==> config.mk <==
export PLATFORM = sky130hd
export DESIGN_NAME = nibble_serial_adder_ctrl
export DESIGN_NICKNAME = d
export VERILOG_FILES = /design/src/rtl/nibble_serial_adder_ctrl.sv
export SDC_FILE = /design/constraint.sdc
export NUM_CORES = 1
export LEC_CHECK = 0
export BUFFER_PORTS_ARGS = -buffer_cell sky130_fd_sc_hd__buf_2
export CAP_MARGIN = 20
export CORE_ASPECT_RATIO = 0.6
export CORE_MARGIN = 10
export CORE_UTILIZATION = 51
export CTS_CLUSTER_SIZE = 14
export DETAILED_ROUTE_END_ITERATION = 16
export GPL_TIMING_DRIVEN = 0
export PLACE_DENSITY_LB_ADDON = 0.05
export SETUP_SLACK_MARGIN = 0.15
export SYNTH_ARGS = -nofsm -noshare
export SYNTH_HDL_FRONTEND = slang
export SYNTH_SLANG_ARGS = --single-unit
==> constraint.sdc <==
create_clock -name clk -period 3 [get_ports clk]
set_input_delay 0.6 -clock clk [delete_from_list [all_inputs] [get_ports clk]]
set_output_delay 0.6 -clock clk [all_outputs]
set_load 0.05 [all_outputs]
==> src/rtl/nibble_serial_adder_ctrl.sv <==
// Nibble-serial add/subtract controller.
// One shared 4-bit ripple adder processes a W = 4*NIBBLES bit operation,
// one nibble per clock, least-significant nibble first. The carry between
// nibbles is held in a register. The result is published with a one-cycle
// done pulse.

// 4-bit ripple-carry adder slice shared by the controller.
module ripple_adder (
  input  logic [3:0] a_i,
  input  logic [3:0] b_i,
  input  logic       cin_i,
  output logic [3:0] sum_o,
  output logic       cout_o
);

  logic [4:0] c;

  // Four chained full adders; c[i] is the carry into bit i.
  always_comb begin
    c[0] = cin_i;
    for (int i = 0; i < 4; i++) begin
      sum_o[i] = a_i[i] ^ b_i[i] ^ c[i];
      c[i+1]   = (a_i[i] & b_i[i]) | (c[i] & (a_i[i] ^ b_i[i]));
    end
    cout_o = c[4];
  end

endmodule

module nibble_serial_adder_ctrl #(
  parameter int NIBBLES = 4
) (
  input  logic                 clk,
  input  logic                 rst,
  input  logic                 start,
  input  logic                 sub,
  input  logic [4*NIBBLES-1:0] A,
  input  logic [4*NIBBLES-1:0] B,
  output logic                 busy,
  output logic                 done,
  output logic [4*NIBBLES-1:0] Sum,
  output logic                 Cout,
  output logic                 Ovf
);

  localparam int W    = 4 * NIBBLES;
  localparam int IDXW = $clog2(NIBBLES);

  localparam logic [1:0] ST_IDLE = 2'd0;
  localparam logic [1:0] ST_RUN  = 2'd1;
  localparam logic [1:0] ST_DONE = 2'd2;

  localparam logic [IDXW-1:0] LAST_IDX = IDXW'(NIBBLES - 1);

  logic [1:0]      state_q, state_d;
  logic [IDXW-1:0] idx_q, idx_d;
  logic            carry_q, carry_d;
  logic [W-1:0]    a_q, a_d;
  logic [W-1:0]    b_q, b_d;      // holds B_eff (B or ~B)
  logic [W-1:0]    acc_q, acc_d;
  logic [W-1:0]    sum_q, sum_d;
  logic            cout_q, cout_d;
  logic            ovf_q, ovf_d;

  logic [3:0]      add_sum;
  logic            add_cout;
  logic [W-1:0]    acc_merged;

  ripple_adder u_adder (
    .a_i    (a_q[{idx_q, 2'b00} +: 4]),
    .b_i    (b_q[{idx_q, 2'b00} +: 4]),
    .cin_i  (carry_q),
    .sum_o  (add_sum),
    .cout_o (add_cout)
  );

  // Next-state logic: operand capture, per-nibble accumulation, completion.
  always_comb begin
    // NOTE: every variable gets a default before the case so no path leaves
    // one unassigned, which would otherwise infer a latch.
    state_d    = state_q;
    idx_d      = idx_q;
    carry_d    = carry_q;
    a_d        = a_q;
    b_d        = b_q;
    acc_d      = acc_q;
    sum_d      = sum_q;
    cout_d     = cout_q;
    ovf_d      = ovf_q;
    acc_merged = acc_q;
    acc_merged[{idx_q, 2'b00} +: 4] = add_sum;

    case (state_q)
      ST_IDLE, ST_DONE: begin
        if (start) begin
          a_d     = A;
          b_d     = sub ? ~B : B;
          idx_d   = '0;
          carry_d = sub;          // +1 completes the two's-complement negate
          state_d = ST_RUN;
        end else begin
          state_d = ST_IDLE;
        end
      end
      ST_RUN: begin
        acc_d   = acc_merged;
        carry_d = add_cout;
        idx_d   = idx_q + 1'b1;
        if (idx_q == LAST_IDX) begin
          sum_d   = acc_merged;
          cout_d  = add_cout;
          ovf_d   = (a_q[W-1] ~^ b_q[W-1]) & (acc_merged[W-1] ^ a_q[W-1]);
          state_d = ST_DONE;
        end
      end
      default: state_d = ST_IDLE;
    endcase
  end

  // State registers with synchronous reset; reset beats start on the same edge.
  always_ff @(posedge clk) begin
    // NOTE: non-blocking assignments so every register samples the values
    // from before this edge, independent of statement order.
    if (rst) begin
      state_q <= ST_IDLE;
      idx_q   <= '0;
      carry_q <= 1'b0;
      a_q     <= '0;
      b_q     <= '0;
      acc_q   <= '0;
      sum_q   <= '0;
      cout_q  <= 1'b0;
      ovf_q   <= 1'b0;
    end else begin
      state_q <= state_d;
      idx_q   <= idx_d;
      carry_q <= carry_d;
      a_q     <= a_d;
      b_q     <= b_d;
      acc_q   <= acc_d;
      sum_q   <= sum_d;
      cout_q  <= cout_d;
      ovf_q   <= ovf_d;
    end
  end

  assign busy = (state_q == ST_RUN);
  assign done = (state_q == ST_DONE);
  assign Sum  = sum_q;
  assign Cout = cout_q;
  assign Ovf  = ovf_q;

endmodule

==> results of run 1 <==
## power by group through the flow
stage / Sequential (W) / Clock, W / Combinational (W)
final: 0.00103 / 0.000952 / 0.000451
after global routing: 0.00104 / 0.00101 / 0.000485
after CTS: 0.00103 / 0.000965 / 0.000422
after detailed placement: 0.00105 / 0 / 0.000386
after global placement: 0.00105 / 0 / 0.000380
after floorplan: 0.00105 / 0 / 0.000282
## layer usage
layer | share of wire [%] | GRT usage, % | vias to the layer above
met2 | 40 | 22.45 | 83
met3 | 7.0 | 6.218 | 11
li1 | - | - | 1385
met1 | 52 | 24.89 | 1351
met5 | 0 | 0 | -
met4 | 1.4 | 5.870 | 0
## stage by stage
stage          std cells  worst slack [ns]
6_report             518           -0.1684
2_1_floorplan        355          -0.08990
4_1_cts              515           -0.2352
3_3_place_gp         495           -0.4399
5_1_grt              518           -0.2376
3_5_place_dp         495           -0.4812
## cells in the final DEF, fill, tap and decap left out, types with 12 or more instances in the layout
cell                       count
sky130_fd_sc_hd__a211oi_1     29
sky130_fd_sc_hd__a211oi_2     19
sky130_fd_sc_hd__a21oi_1      18
sky130_fd_sc_hd__buf_2        58
sky130_fd_sc_hd__clkbuf_1     12
sky130_fd_sc_hd__dfxtp_1      69
sky130_fd_sc_hd__nand2_1      36
sky130_fd_sc_hd__nor2_1       42
sky130_fd_sc_hd__nor2b_1      17
sky130_fd_sc_hd__xnor2_1      16
## state kept, by name, summed over array words and instances, names as in the netlist, 2 cells and up
register / cells
state_q: 2
Sum: 16
a_q: 16
acc_q: 16
idx_q: 2
b_q: 16
## kinds of logic after synthesis
logic type | count (synthesis) | synth area share (%)
AO/OA/AOI/OAI | 85 | 19.21
buffers and inverters | 40 | 6.982
flip-flops | 71 | 41.10
XOR/XNOR | 16 | 4.052
multiplexers | 11 | 6.078
AND/OR/NAND/NOR | 122 | 18.09
adder cells (fa/ha/maj) | 10 | 4.486
## area by class of cell
cell class / count / area, sq um
buffer: 27 / 210.2
clock buffer: 14 / 254.0
clock inverter: 1 / 5.005
fill: 561 / 2362
inverter: 13 / 51.30
multi-input combinational: 244 / 1868
sequential: 71 / 1426
tap: 87 / 108.9
timing repair buffer: 61 / 332.8
## what timing repair did
action,CTS,global route
pin swaps,10,8
buffers inserted,5,3
endpoints found under the hold margin,0,0
setup endpoints to repair,17,15
hold buffers,0,0
gates resized for setup,13,12
## critical path, stage by stage (launching register included)
cell and delay, ns:
sky130_fd_sc_hd__dfxtp_4 0.36, sky130_fd_sc_hd__buf_12 0.11, sky130_fd_sc_hd__mux4_2 0.51, sky130_fd_sc_hd__inv_2 0.08, sky130_fd_sc_hd__fa_1 0.15, sky130_fd_sc_hd__inv_1 0.05, sky130_fd_sc_hd__fa_2 0.33, sky130_fd_sc_hd__inv_2 0.06
sky130_fd_sc_hd__fa_2 0.19, sky130_fd_sc_hd__inv_2 0.04, sky130_fd_sc_hd__fa_2 0.53, sky130_fd_sc_hd__and4bb_2 0.26, sky130_fd_sc_hd__mux2i_1 0.22, sky130_fd_sc_hd__o221ai_1 0.15
## final timing paths
check	endpoint	slack (ns)	depth (start not counted)
setup / recovery	Ovf	-0.17	13
hold / removal	a_q[3]	0.45	2
setup reg to reg	Ovf	-0.17	13
hold reg to reg	a_q[3]	0.45	2
==> results.md, run 1 <==
- Post-synthesis cell area: between 3000 and 4000 sq um
- Transition time at the pin with the least slew margin: 0.7661 ns
- Critical path class: reg -> reg
- Hold Startpoint: a_q[3]
- Maximum clock path buffer count: 2
- Register area share after synthesis: slightly above 40%
- Antenna diodes: 0
- Final-stage net count: 473
- Final Instance Area: between 4000 and 5000 sq um
- Launching element of the worst setup path: idx_q[0]
- Row count: 23
- Total negative slack for setup checks: -1.111 ns
- Number of synthesized flops with an enable pin: 0
- CP max FO: 4
- Maximum number of pins on one net before global-route repair: 11
- Root cell of the clock tree: sky130_fd_sc_hd__clkbuf_16
- Final wirelength: between 9 and 10 mm
- Number of buffers inserted during clock tree synthesis: 9
- Cell leakage power: between 1.5 and 2 nW
- 1st-pass router iterations: 5
- Vias/cell: 5.463
- Global placer's final weighted congestion: 0.8037
- Via count of the first global-routing pass: about 2,700
- Count leader, synth: sky130_fd_sc_hd__dfxtp_1
- Type of the worst min-delay path: reg -> reg
- Required time at the endpoint of the critical path: about 3.2 ns
- Smallest hold slack: between 0.4 and 0.5 ns
- Setup crit start kind: flop
- Total cell area at the placement stage: 3841 sq um
- Count of boundary I/O pins: 56
- Commonest cells in the netlist: 71 x sky130_fd_sc_hd__dfxtp_1, 42 x sky130_fd_sc_hd__nor2_1, 36 x sky130_fd_sc_hd__nand2_1
- Area of the placeable core: 6619 sq um
- Slew Viols, Final: 0
- P_sw: ~0.00067 W
- Share of final-layout standard cells stronger than drive strength 1: 35.50%
- Max Clk Rate: roughly 320 MHz
- Setup crit end kind: flop
- Count of buffers from port buffering: between 50 and 60
- First-iteration detailed-routing DRC count: about 240
- Total routing usage reported by global routing: between 10% and 20%
- Setup violators final: 9
- Die boundary height: 83.79 um
- P_int: between 0.0015 and 0.002 W
- Yosys warnings: 0
- Post-route DRC: 0
- Detailed-route wire length per cell: around 18 um
- Worst-case setup margin in the final layout: -0.1684 ns
- Max Cap Violations: 0
- Cells after Synth: 355
- Switching portion of total power: ~27%
- Die outline area: around 11,000 sq um
- First-pass GRT wire length: about 15 mm
- Most area-hungry cell type in the Yosys netlist: sky130_fd_sc_hd__dfxtp_1
- Arrival @ worst endpoint: approximately 3.4 ns
- Placed wire-length estimate: between 6 and 7 mm
- Register share of total power: a little over two fifths
- Power per standard cell area: about 570 nW/um^2
- P&R area growth vs syn: 23.08%
- Number of antenna violations at the first check in global routing: 0
- Finished Core Util: between 60 and 70%
- # clock sinks: 71
- Post-synthesis cell type count: between 40 and 50
- Max VDD drop: between 0.3 and 0.4 mV
- Number of H-tree levels: 3
- Clk network pwr share: around 39%
- Design Power: 0.002437 W
- Period utilization: 105.6%
- Violations in the final reports: negative setup slack
- DR vias: about 2,800
- Final Critical Period: approximately 3.2 ns
- Mean instance size in the synthesized netlist: 9.742 sq um
- Number of synthesized register bits: 71
- Source-to-sink clock delay at the later pin of the worst-skew pair: between 0.3 and 0.4 ns
- Clock Pin Slew Worst Setup and Hold Paths: ~0.060 ns
- Final antenna-violating net count: 0
- Setup repair after global routing missed its margin: yes
- Share of Yosys cell area claimed by the top area cell type: around two fifths
- RR Startpoint: idx_q[0]
- Grt total ovfl: 0
- Post-Syn Nets: approximately 400
- Fraction of synthesis flops using an asynchronous set or reset pin: 0%
- Status: finished, violations left
- Most area-consuming cells after synthesis: sky130_fd_sc_hd__dfxtp_1 41%, sky130_fd_sc_hd__a211oi_1 6.9%, sky130_fd_sc_hd__a211oi_2 5.8%
- Worst slew margin: around half
- Combinational share of power: around 19%
- Fin Clk Skew: 0.004633 ns
- Number of endpoints with negative hold slack in the final report: 0
- CTS tree: yes
- Starting density of the core: between 50% and 60%
- Most instantiated flip-flop cell in the synthesis netlist: sky130_fd_sc_hd__dfxtp_1
- Horizontal extent of the die: ~130 um
Note: power is estimated with default switching activity, not from simulation.
==> inputs of run 2 (changes only) <==
ABC_AREA = 1   (was not set)
SYNTH_HIERARCHICAL = 1   (was not set)
==> run 2 against run 1 <==
The flow still finishes with violations (negative setup slack). Register-to-register slack improved by 0.06 ns. Cell area decreased by 0.91%. Synthesized cell count up 27%. Flip-flop and latch count did not move.
==> results.md, run 2 <==
- Mean instance size in the synthesized netlist: 7.504 sq um
- Cells along the critical path: clkbuf_4 -> o21ai_0 -> o22ai_2 -> fa_2 -> inv_2 -> fa_2 -> inv_2 -> fa_2 -> inv_2 -> fa_1 -> inv_2 -> inv_2 -> nor2_4 -> nand3_2 -> nand3_2 -> nand3_2 -> nand2_1 -> inv_1
- Clk network pwr share: roughly a third
- Smallest hold slack: 0.4822 ns
- Die outline area: 10,400 sq um
- Post-synthesis cell type count: 27
- Fraction of synthesis flops using an asynchronous set or reset pin: 0%
- Register share of total power: 43.5%
- Vias/cell: about 5.3
- Number of endpoints with negative hold slack in the final report: 0
- P_int: between 0.0015 and 0.002 W
- Antenna diodes: 0
- Number of H-tree levels: 3
- P&R area growth vs syn: 24.62%
- Power per standard cell area: 566.0 nW/um^2
- Status: finished, violations left
- Die boundary height: roughly 83 um
- Total negative slack for setup checks: -0.4454 ns
- Total routing usage reported by global routing: roughly 18%
- Final Critical Period: ~3.1 ns
- Final antenna-violating net count: 0
- Slew Viols, Final: 0
- Setup crit end kind: flop
- Worst-case register-to-register setup slack: -0.10 ns
- Max VDD drop: between 0.3 and 0.4 mV
- Placed wire-length estimate: just under 7 mm
- Count of boundary I/O pins: 56
- Share of Yosys cell area claimed by the top area cell type: about two fifths
- Transition time at the pin with the least slew margin: approximately 0.55 ns
- Most frequent cells in the layout: 69 x sky130_fd_sc_hd__dfxtp_1, 64 x sky130_fd_sc_hd__inv_1, 63 x sky130_fd_sc_hd__o21ai_0
- Switching portion of total power: a little under a third
- Arrival @ worst endpoint: between 3 and 4 ns
- Most area-consuming cells after synthesis: sky130_fd_sc_hd__dfxtp_1 42%, sky130_fd_sc_hd__o21ai_0 11%, sky130_fd_sc_hd__inv_1 7.9%
- Global placer's final weighted congestion: 0.9664
- Most instantiated flip-flop cell in the synthesis netlist: sky130_fd_sc_hd__dfxtp_1
- Share of final-layout standard cells stronger than drive strength 1: roughly a quarter
- First-pass GRT wire length: approximately 16 mm
- CP max FO: 10
- Post-Syn Nets: approximately 500
- Largest stage delay on the critical path: around 0.42 ns
- Yosys warnings: 6
- Worst-case setup margin in the final layout: -0.1046 ns
- Worst slew margin: between 60% and 70%
- Violations in the final reports: negative setup slack
- Source-to-sink clock delay at the later pin of the worst-skew pair: approximately 0.36 ns
- Number of antenna violations at the first check in global routing: 0
- Max Clk Rate: approximately 320 MHz
- Finished Core Util: between 60% and 70%
- Most common cell after layout, fill and taps aside: sky130_fd_sc_hd__dfxtp_1
- Type of the worst min-delay path: reg -> reg
- DR vias: roughly 3,200
- Grt total ovfl: 0
- Post-synthesis cell area: about 3400 sq um
- Critical path capture point: Ovf
- RR Startpoint: idx_q[0]
- Reg2Reg Capture Point: Ovf
- Commonest cells in the netlist: 73 x sky130_fd_sc_hd__o21ai_0, 71 x sky130_fd_sc_hd__dfxtp_1, 71 x sky130_fd_sc_hd__inv_1
- Register area share after synthesis: approximately two fifths
- Period utilization: 103.5%
- Setup violators final: 7
- Critical path class: reg -> reg
- Count of buffers from port buffering: 54
- Setup repair after global routing missed its margin: yes
- Combinational share of power: about 22%
- First-iteration detailed-routing DRC count: around 300
- Fin Clk Skew: ~0.0067 ns
- Detailed-route wire length per cell: between 15 and 20 um
- Area of the placeable core: around 6300 sq um
- P_sw: about 0.00072 W
- Max Cap Violations: 0
- CTS tree: yes
- Count leader, synth: sky130_fd_sc_hd__o21ai_0
- Cell type of the slowest stage on the worst timing path: sky130_fd_sc_hd__fa_1
- Cell leakage power: slightly above 2 nW
- Cells after Synth: ~450
- Row count: 22
- Number of synthesized register bits: between 70 and 80
- Maximum clock path buffer count: 2
- Final wirelength: 9.701 mm
- Number of buffers inserted during clock tree synthesis: 9
- Most numerous cell on the critical path: sky130_fd_sc_hd__inv_2
- Clock Pin Slew Worst Setup and Hold Paths: 0.07 ns
- Maximum number of pins on one net before global-route repair: 13
- Required time at the endpoint of the critical path: between 3 and 4 ns
- Most area-hungry cell type in the Yosys netlist: sky130_fd_sc_hd__dfxtp_1
- Root cell of the clock tree: sky130_fd_sc_hd__clkbuf_8
- Non-Filler Instances: between 600 and 700
- 1st-pass router iterations: 5
- Horizontal extent of the die: between 100 and 150 um
- Via count of the first global-routing pass: ~3,000
- Final-stage net count: approximately 570
- Setup crit start kind: flop
- Starting density of the core: 53.93%
- Launching element of the worst setup path: idx_q[0]
- # clock sinks: between 70 and 80
- Number of synthesized flops with an enable pin: 0
- Cell count of the worst reg-to-reg path: 18
- Post-route DRC: 0
- Placed cell count: 589
==> run 2: timing repair <==
action / CTS / global route
pin swaps: 11 / 13
cloned: 0 / 0
endpoints found under the setup margin: 16 / 10
hold buffers: 0 / 0
hold endpoints to repair: 0 / 0
setup buffers: 10 / 1
gates resized for setup: 28 / 14
==> run 2: worst min-delay path by stage <==
stage | end | cells past startpoint | from | slack [ns]
2_1_floorplan | a_q[10] | 2 | a_q[10] | 0.45
3_3_place_gp | Cout | 2 | Cout | 0.46
3_5_place_dp | a_q[11] | 2 | a_q[11] | 0.47
4_1_cts | a_q[11] | 2 | a_q[11] | 0.48
5_1_grt | a_q[13] | 2 | a_q[13] | 0.49
6_report | a_q[8] | 2 | a_q[8] | 0.48
==> run 2: power groups by stage <==
stage          clock network, W  registers, W  logic (W)
6_report               0.000817       0.00104   0.000531
5_1_grt                0.000866       0.00105   0.000582
4_1_cts                0.000822       0.00104   0.000501
3_5_place_dp                  0       0.00106   0.000438
3_3_place_gp                  0       0.00106   0.000426
2_1_floorplan                 0       0.00105   0.000311
==> run 2: layout make-up <==
cell class              count  area [sq um]
well taps                  84         105.1
clock buffers              15         217.7
flip-flops and latches     71          1429
multi-input cells         279          1658
plain buffers              25         160.2
clock inverters             1         5.005
fillers                   564          2058
repair buffers             65         355.3
inverters                  76         287.8
==> run 2: cells by family (layout without fill, tap and decap cells) <==
| family | after synthesis | in the layout | share of synthesized area [%] |
|---|---|---|---|
| buffers and inverters | 101 | 182 | 12.24 |
| AO/OA/AOI/OAI | 153 | 153 | 24.14 |
| flip-flops | 71 | 71 | 42.00 |
| XOR/XNOR | 16 | 16 | 4.140 |
| adder cells (fa/ha/maj) | 10 | 10 | 4.584 |
| AND/OR/NAND/NOR | 100 | 100 | 12.90 |
==> run 2: critical path, delay by kind of cell (launching register included) <==
family	cells	cell delay [ns]
adders and majority gates	4	1.28
AOI/OAI and AO/OA	2	0.35
buffers and inverters	7	0.56
and+or+nand+nor	5	0.44
DFF	1	0.37
==> run 2: per-layer routing <==
metal / share of wire, % / vias up / wire length (um) / track usage [%]
li1: - / 1611 / - / -
met1: 49 / 1495 / 4744 / 25.70
met2: 41 / 125 / 4009 / 25.25
met3: 8.6 / 13 / 836 / 5.584
met4: 1.1 / 0 / 111 / 5.590
met5: 0 / - / 0 / 0
==> run 2: stage by stage <==
step           setup slack [ns]  area, sq um  power (W)
5_1_grt                 -0.2006         4218   0.002494
3_5_place_dp            -0.3403         3790   0.001499
4_1_cts                -0.07400         4160   0.002360
3_3_place_gp            -0.2805         3790   0.001486
6_report                -0.1046         4218   0.002387
2_1_floorplan            0.1329         3415   0.001365
